[src/rtl/adpll_pkg.sv]
`default_nettype none
// ============================================================================
// Module   : adpll_pkg
// Purpose  : Shared widths, default loop-filter gains and the FSM state type
//            for the ADPLL digital loop filter.
// Revision : 1.0 - initial release
// ============================================================================
package adpll_pkg;

    localparam int TDC_W = 32;    // thermometer code width from the TDC
    localparam int ERR_W = 7;     // signed phase error, -32..+32
    localparam int CNT_W = 6;     // popcount width, 0..32

    localparam int DEF_CW       = 10;
    localparam int DEF_CENTER   = 512;
    localparam int DEF_KP_SHIFT = 2;
    localparam int DEF_KI_SHIFT = 3;
    localparam int DEF_IW       = 14;
    localparam int DEF_LOCK_TOL = 1;
    localparam int DEF_LOCK_CNT = 8;

    typedef enum logic [2:0] {
        IDLE   = 3'd0,
        ARMED  = 3'd1,
        DECODE = 3'd2,
        FILTER = 3'd3,
        OUTPUT = 3'd4
    } state_t;

endpackage
`default_nettype wire

[src/rtl/therm_popcount.sv]
`default_nettype none
// ============================================================================
// Module   : therm_popcount
// Purpose  : Counts the ones in a TDC code. Works on any bit pattern, so a
//            bubbled thermometer code still yields a usable magnitude.
// Revision : 1.0 - initial release
// ============================================================================
module therm_popcount
    import adpll_pkg::*;
(
    input  logic [TDC_W-1:0] code_i,
    output logic [CNT_W-1:0] count_o
);

    // Plain ones-count over the whole code
    always_comb begin
        count_o = '0;
        for (int i = 0; i < TDC_W; i++) begin
            count_o = count_o + {{(CNT_W-1){1'b0}}, code_i[i]};
        end
    end

endmodule
`default_nettype wire

[src/rtl/adpll_loop_filter.sv]
`default_nettype none
// ============================================================================
// Module   : adpll_loop_filter
// Purpose  : Detects the end of each TDC phase measurement, decodes the
//            UP/DWN thermometer codes to a signed error and runs a saturating
//            PI filter producing the DCO control word and a lock flag.
// Revision : 1.0 - initial release
// ============================================================================
module adpll_loop_filter
    import adpll_pkg::*;
#(
    parameter int CW       = DEF_CW,
    parameter int CENTER   = DEF_CENTER,
    parameter int KP_SHIFT = DEF_KP_SHIFT,
    parameter int KI_SHIFT = DEF_KI_SHIFT,
    parameter int IW       = DEF_IW,
    parameter int LOCK_TOL = DEF_LOCK_TOL,
    parameter int LOCK_CNT = DEF_LOCK_CNT
) (
    input  logic                    clk,
    input  logic                    reset,
    input  logic                    en,
    input  logic [TDC_W-1:0]        up_error,
    input  logic [TDC_W-1:0]        dwn_error,
    output logic [CW-1:0]           dco_ctrl,
    output logic                    ctrl_valid,
    output logic signed [ERR_W-1:0] phase_err,
    output logic                    locked,
    output logic                    meas_drop
);

    // Sum width leaves headroom over the integrator for P term and centre
    localparam int SW  = IW + 3;
    localparam int LCW = $clog2(LOCK_CNT + 1);

    localparam logic signed [IW:0]      c_INTEG_MAX = (IW+1)'((2**(IW-1)) - 1);
    localparam logic signed [IW:0]      c_INTEG_MIN = (IW+1)'(-(2**(IW-1)));
    localparam logic signed [SW-1:0]    c_DCO_MAX   = SW'((2**CW) - 1);
    localparam logic signed [SW-1:0]    c_CENTER    = SW'(CENTER);
    localparam logic signed [ERR_W-1:0] c_TOL_POS   = ERR_W'(LOCK_TOL);
    localparam logic signed [ERR_W-1:0] c_TOL_NEG   = ERR_W'(-LOCK_TOL);
    localparam logic [LCW-1:0]          c_LOCK_FULL = LCW'(LOCK_CNT);

    state_t                   state_q;
    logic [TDC_W-1:0]         prev_up_q, prev_dwn_q;
    logic [TDC_W-1:0]         lat_up_q, lat_dwn_q;
    logic                     discard_q;
    logic signed [ERR_W-1:0]  phase_err_q;
    logic signed [IW-1:0]     integ_q;
    logic [CW-1:0]            dco_ctrl_q;
    logic                     ctrl_valid_q, meas_drop_q, locked_q;
    logic [LCW-1:0]           lock_cnt_q;

    logic [CNT_W-1:0]         cnt_up_w, cnt_dwn_w;
    logic signed [ERR_W-1:0]  err_d;
    logic                     inputs_nz_w, meas_end_w, in_window_w;
    logic signed [IW:0]       integ_sum_w;
    logic signed [IW-1:0]     integ_d;
    logic signed [SW-1:0]     err_ext_w, integ_ext_w, sum_w;
    logic [CW-1:0]            dco_ctrl_d;
    logic [LCW-1:0]           lock_cnt_d;

    therm_popcount u_pop_up  (.code_i(lat_up_q),  .count_o(cnt_up_w));
    therm_popcount u_pop_dwn (.code_i(lat_dwn_q), .count_o(cnt_dwn_w));

    // Measurement framing and error decode
    always_comb begin
        inputs_nz_w = (up_error != '0) || (dwn_error != '0);
        meas_end_w  = !inputs_nz_w && ((prev_up_q | prev_dwn_q) != '0);
        err_d       = $signed({1'b0, cnt_up_w}) - $signed({1'b0, cnt_dwn_w});
    end

    // PI datapath: saturating integrator, then clamped control word
    always_comb begin
        integ_sum_w = {integ_q[IW-1], integ_q}
                    + {{(IW+1-ERR_W){phase_err_q[ERR_W-1]}}, phase_err_q};
        if (integ_sum_w > c_INTEG_MAX) begin
            integ_d = c_INTEG_MAX[IW-1:0];
        end else if (integ_sum_w < c_INTEG_MIN) begin
            integ_d = c_INTEG_MIN[IW-1:0];
        end else begin
            integ_d = integ_sum_w[IW-1:0];
        end
        err_ext_w   = {{(SW-ERR_W){phase_err_q[ERR_W-1]}}, phase_err_q};
        integ_ext_w = {{(SW-IW){integ_d[IW-1]}}, integ_d};
        sum_w       = c_CENTER + (err_ext_w <<< KP_SHIFT) + (integ_ext_w >>> KI_SHIFT);
        if (sum_w < 0) begin
            dco_ctrl_d = '0;
        end else if (sum_w > c_DCO_MAX) begin
            dco_ctrl_d = c_DCO_MAX[CW-1:0];
        end else begin
            dco_ctrl_d = sum_w[CW-1:0];
        end
    end

    // Lock counter next value: saturating run length of in-window errors
    always_comb begin
        in_window_w = (phase_err_q <= c_TOL_POS) && (phase_err_q >= c_TOL_NEG);
        if (!in_window_w) begin
            lock_cnt_d = '0;
        end else if (lock_cnt_q == c_LOCK_FULL) begin
            lock_cnt_d = lock_cnt_q;
        end else begin
            lock_cnt_d = lock_cnt_q + 1'b1;
        end
    end

    // Control FSM with registered outputs
    always_ff @(posedge clk) begin
        if (reset) begin
            state_q      <= IDLE;
            prev_up_q    <= '0;
            prev_dwn_q   <= '0;
            lat_up_q     <= '0;
            lat_dwn_q    <= '0;
            discard_q    <= 1'b0;
            phase_err_q  <= '0;
            integ_q      <= '0;
            dco_ctrl_q   <= CW'(CENTER);
            ctrl_valid_q <= 1'b0;
            meas_drop_q  <= 1'b0;
            locked_q     <= 1'b0;
            lock_cnt_q   <= '0;
        end else begin
            ctrl_valid_q <= 1'b0;
            meas_drop_q  <= 1'b0;
            case (state_q)
                IDLE: begin
                    prev_up_q  <= up_error;
                    prev_dwn_q <= dwn_error;
                    if (en) begin
                        state_q   <= ARMED;
                        discard_q <= inputs_nz_w;
                    end
                end
                ARMED: begin
                    prev_up_q  <= up_error;
                    prev_dwn_q <= dwn_error;
                    if (!en) begin
                        state_q <= IDLE;
                    end else if (meas_end_w) begin
                        if (discard_q) begin
                            meas_drop_q <= 1'b1;
                            discard_q   <= 1'b0;
                        end else begin
                            lat_up_q   <= prev_up_q;
                            lat_dwn_q  <= prev_dwn_q;
                            state_q    <= DECODE;
                        end
                    end
                end
                DECODE: begin
                    phase_err_q <= err_d;
                    state_q     <= FILTER;
                end
                FILTER: begin
                    // Results become visible together in the OUTPUT cycle
                    integ_q      <= integ_d;
                    dco_ctrl_q   <= dco_ctrl_d;
                    ctrl_valid_q <= 1'b1;
                    lock_cnt_q   <= lock_cnt_d;
                    locked_q     <= (lock_cnt_d == c_LOCK_FULL);
                    state_q      <= OUTPUT;
                end
                OUTPUT: begin
                    // A code already active here was partially missed
                    prev_up_q  <= up_error;
                    prev_dwn_q <= dwn_error;
                    discard_q  <= inputs_nz_w;
                    state_q    <= en ? ARMED : IDLE;
                end
                default: begin
                    state_q <= IDLE;
                end
            endcase
        end
    end

    assign dco_ctrl   = dco_ctrl_q;
    assign ctrl_valid = ctrl_valid_q;
    assign phase_err  = phase_err_q;
    assign locked     = locked_q;
    assign meas_drop  = meas_drop_q;

endmodule
`default_nettype wire

[config.mk]
export PLATFORM = sky130hd
export DESIGN_NAME = adpll_loop_filter
export DESIGN_NICKNAME = d
export VERILOG_FILES = /design/src/rtl/adpll_pkg.sv /design/src/rtl/therm_popcount.sv /design/src/rtl/adpll_loop_filter.sv
export SDC_FILE = /design/constraint.sdc
export NUM_CORES = 1
export LEC_CHECK = 0
export CORE_ASPECT_RATIO = 0.8
export CORE_UTILIZATION = 55
export CTS_CLUSTER_SIZE = 16
export DETAILED_ROUTE_END_ITERATION = 10
export HOLD_SLACK_MARGIN = 0.06
export PLACE_DENSITY = 0.76
export SYNTH_ARGS = -nofsm -noshare
export SYNTH_HDL_FRONTEND = slang
export SYNTH_HIERARCHICAL = 1
export SYNTH_SLANG_ARGS = --single-unit
[constraint.sdc]
create_clock -name clk -period 7.46 [get_ports clk]
set_clock_uncertainty 0.2 [all_clocks]
set_input_delay 1.492 -clock clk [delete_from_list [all_inputs] [get_ports clk]]
set_output_delay 1.492 -clock clk [all_outputs]
set_load 0.01 [all_outputs]
==> run metrics <==
outcome finished clean; final worst path period need 5920 ps; setup violators final 0; initial antenna violation count 0; RSZ-0062 raised after global routing no; HP Class reg2reg; die width 149 um; critical path data required time 7620 ps; worst skew pair latency 430 ps; FF+latch count, synth 170; crit share post-route 79.3%; Worst-Margin Slew 1130 ps; sw frac 22.8%; Area Overhead vs Synth 16.0%; core area 16800 um^2; worst reg2reg path endpoint phase_err[6]$_SDFFE_PP0P_; Unique masters post-synth 66; DR pass1 iterations 4; critical path type reg2reg; Top delay family on crit path adder cells; # DRC 0; CTS Root Cell clkbuf_16; Port-buffer cells 86; LEAKAGE 4.63 nW; Post-CTS Setup Bufs 0; GPL Wtd Cong 0.890; clk buf depth 2; DR WL/cell 16.2 um; largest net degree at the start of global routing 106; CTS clk-pin slew, worst paths 60 ps; hold buffer count at cts 0; detailed-route via count 7700; Comb pwr share 4.4%; post_cts resized 0; Iter 0 DRT Violations 628; Fill cells 1425; fin nets 1309; Slew Limit Headroom 24.7%; GRT Util Overall 26.9%; Slowest-stage cell, CP fa_1; remaining global-route overflow 0; ys flop type dfxtp_1; Avg Cell Area, Syn 8.89 um^2; Clk network pwr share 47.5%; ys async rst share 0%; worst vdd ir 0.000136 V; Die H 120 um; reg2reg start lat_dwn_q[0]$_SDFFE_PP0P_; Arr. time, crit path 6080 ps; top cells by count, synth nand2_1, dfxtp_1, nor2_1, a21oi_1, inv_1; number of synthesis warnings 6; PwrDens 178 nW/um^2; Post-Syn Area 9530 um^2; FF-to-FF path depth 23; post-synth top area cell dfxtp_1; largest cells by area after synthesis dfxtp_1, fa_1, ha_1; Fmax achieved 169 MHz; Flop pwr share 48.1%; Bufs and invs on worst path 6; Antenna Nets Post-Route 0; Crit path depth 23; # rows 42; crit path from lat_dwn_q[0]$_SDFFE_PP0P_; crit path cell chain inv_1, fa_1, inv_1, fa_1, fa_1, fa_1, fa_1, inv_1, fa_1, inv_1, ha_1, inv_1, fa_1, xnor2_1, inv_1, ha_1, nor2b_1, o21ai_0, nand2b_1, a21o_1, a211oi_1, a21oi_1, nor2_1; vias in the first global route 7434; Ant. Diodes 0; total wire length 22.2 mm; Post-Syn Nets 1244; H-tree depth 4; Worst R2R Setup Slack 1540 ps; P_sw 0.000450 W; multi-input combinational cell area 5530 um^2; Critical Path Max Stage Delay 540 ps; global-route wire length before repair 37.6 mm; starting density of the core 56.8%; maxcap violations 0; Internal Pwr Total 0.00152 W; CP endpoint kind flip-flop; num ports 87; register area 3400 um^2; CP most frequent cell fa_1; die area 17900 um^2; hpwl dp 16.4 mm; share of layout cells above drive strength 1 4.70%; share of the synthesized area in the top cell type 35.7%; Post-Synthesis Cells 1072; Post-synth EDFFs 0; Hold Fails Final Rpt 0; crit start category flip-flop; Setup crit end phase_err[6]$_SDFFE_PP0P_; CTS buffer count 17; Fin Setup TNS 0 ps; register area share after synthesis 35.7%; crit path max fanout 3; clock sink count 170; top-count cell post-synth nand2_1; Final Power 0.00197 W; CTS tree done; max-slew violation count 0; Via density 5.62
[layout by cell type, fill, tap and decap left out, types with 8 or more instances in the layout]
| master | instances |
|---|---|
| nor3_1 | 10 |
| dfxtp_1 | 170 |
| nor4_1 | 32 |
| o21a_1 | 9 |
| nand2_1 | 173 |
| nor2_1 | 98 |
| a21oi_1 | 96 |
| clkbuf_16 | 17 |
| a211oi_1 | 12 |
| o21ai_0 | 27 |
| nand2b_1 | 11 |
| mux2i_1 | 65 |
| inv_1 | 87 |
| xnor2_1 | 14 |
| a21o_1 | 8 |
| clkdlybuf4s50_1 | 85 |
| fa_1 | 51 |
| nand4_1 | 10 |
| ha_1 | 54 |
[final cells by class]
| cell class | count | share of cell area [%] |
|---|---|---|
| clock buffers | 19 | 4.01 |
| clock inverters | 13 | 1.66 |
| inverters | 88 | 2.99 |
| multi-input cells | 770 | 50.0 |
| flip-flops and latches | 170 | 30.8 |
| well taps | 220 | 2.49 |
| repair buffers | 90 | 8.04 |
[flip-flops by register name, indices dropped and copies added (netlist names)]
| signal | flops |
|---|---|
| discard_q | 1 |
| locked | 1 |
| meas_drop | 1 |
| prev_dwn_q | 32 |
| dco_ctrl | 10 |
| integ_q | 14 |
| lat_dwn_q | 32 |
| prev_up_q | 32 |
| state_q | 3 |
| lock_cnt_q | 4 |
| lat_up_q | 32 |
| ctrl_valid | 1 |
| phase_err | 7 |
[per-layer routing]
metal / vias up / global-route usage, % / part of all wire (%)
met5: - / 0 / 0
met4: 0 / 5.74 / 0.85
met1: 3735 / 39.1 / 49
met2: 163 / 40.7 / 44
li1: 3787 / - / -
met3: 15 / 6.08 / 5.5
[metrics by stage]
step / hold WS [ps] / setup slack [ps] / util [%] / area [um^2] / std cells
after floorplan: 229 / 1840 / - / 9530 / 1072
after global placement: 228 / 1710 / 62.2 / 10400 / 1338
after detailed placement: 233 / 1600 / 62.2 / 10400 / 1338
after CTS: 241 / 1550 / 66.0 / 11100 / 1370
after global routing: 259 / 1120 / 66.0 / 11100 / 1370
final: 239 / 1540 / 66.0 / 11100 / 1370
[logic make-up (layout without fill, tap and decap cells)]
group	count (synthesis)	after routing	synth area share (%)
and+or+nand+nor	377	377	17.9
AOI/OAI and AO/OA	200	200	13.1
DFF	170	170	35.7
adders and majority gates	108	108	18.2
buffers and inverters	132	210	6.44
muxes	65	65	6.83
xor gates and xnor gates	20	20	1.84
[worst register-to-register path, delay by kind of cell, from the launching register on]
kind / cells / cell delay, ps
buffers and inverters: 6 / 350
AOI/OAI and AO/OA: 4 / 640
adders and majority gates: 9 / 3830
and+or+nand+nor: 3 / 350
xor gates and xnor gates: 1 / 170
DFF: 1 / 330
[worst min-delay path by stage]
stage | startpoint | end | slack (ps) | cells past startpoint
3_5_place_dp | dco_ctrl[4]$_SDFFE_PP0P_ | dco_ctrl[4]$_SDFFE_PP0P_ | 230 | 2
6_report | dco_ctrl[4]$_SDFFE_PP0P_ | dco_ctrl[4]$_SDFFE_PP0P_ | 240 | 2
4_1_cts | dco_ctrl[4]$_SDFFE_PP0P_ | dco_ctrl[4]$_SDFFE_PP0P_ | 240 | 2
3_3_place_gp | dco_ctrl[5]$_SDFFE_PP0P_ | dco_ctrl[5]$_SDFFE_PP0P_ | 230 | 2
5_1_grt | dco_ctrl[5]$_SDFFE_PP0P_ | dco_ctrl[5]$_SDFFE_PP0P_ | 260 | 2
2_1_floorplan | integ_q[12]$_SDFFE_PP0P_ | integ_q[12]$_SDFFE_PP0P_ | 230 | 2
[power by group through the flow]
stage / clock [W] / combinational [W] / sequential (W)
after global placement: 0 / 0.0000845 / 0.000967
after detailed placement: 0 / 0.0000853 / 0.000967
after CTS: 0.000946 / 0.0000860 / 0.000947
after global routing: 0.000988 / 0.0000942 / 0.000949
after floorplan: 0 / 0.0000373 / 0.000958
final: 0.000935 / 0.0000861 / 0.000947
Note: power is estimated with default switching activity, not from simulation.
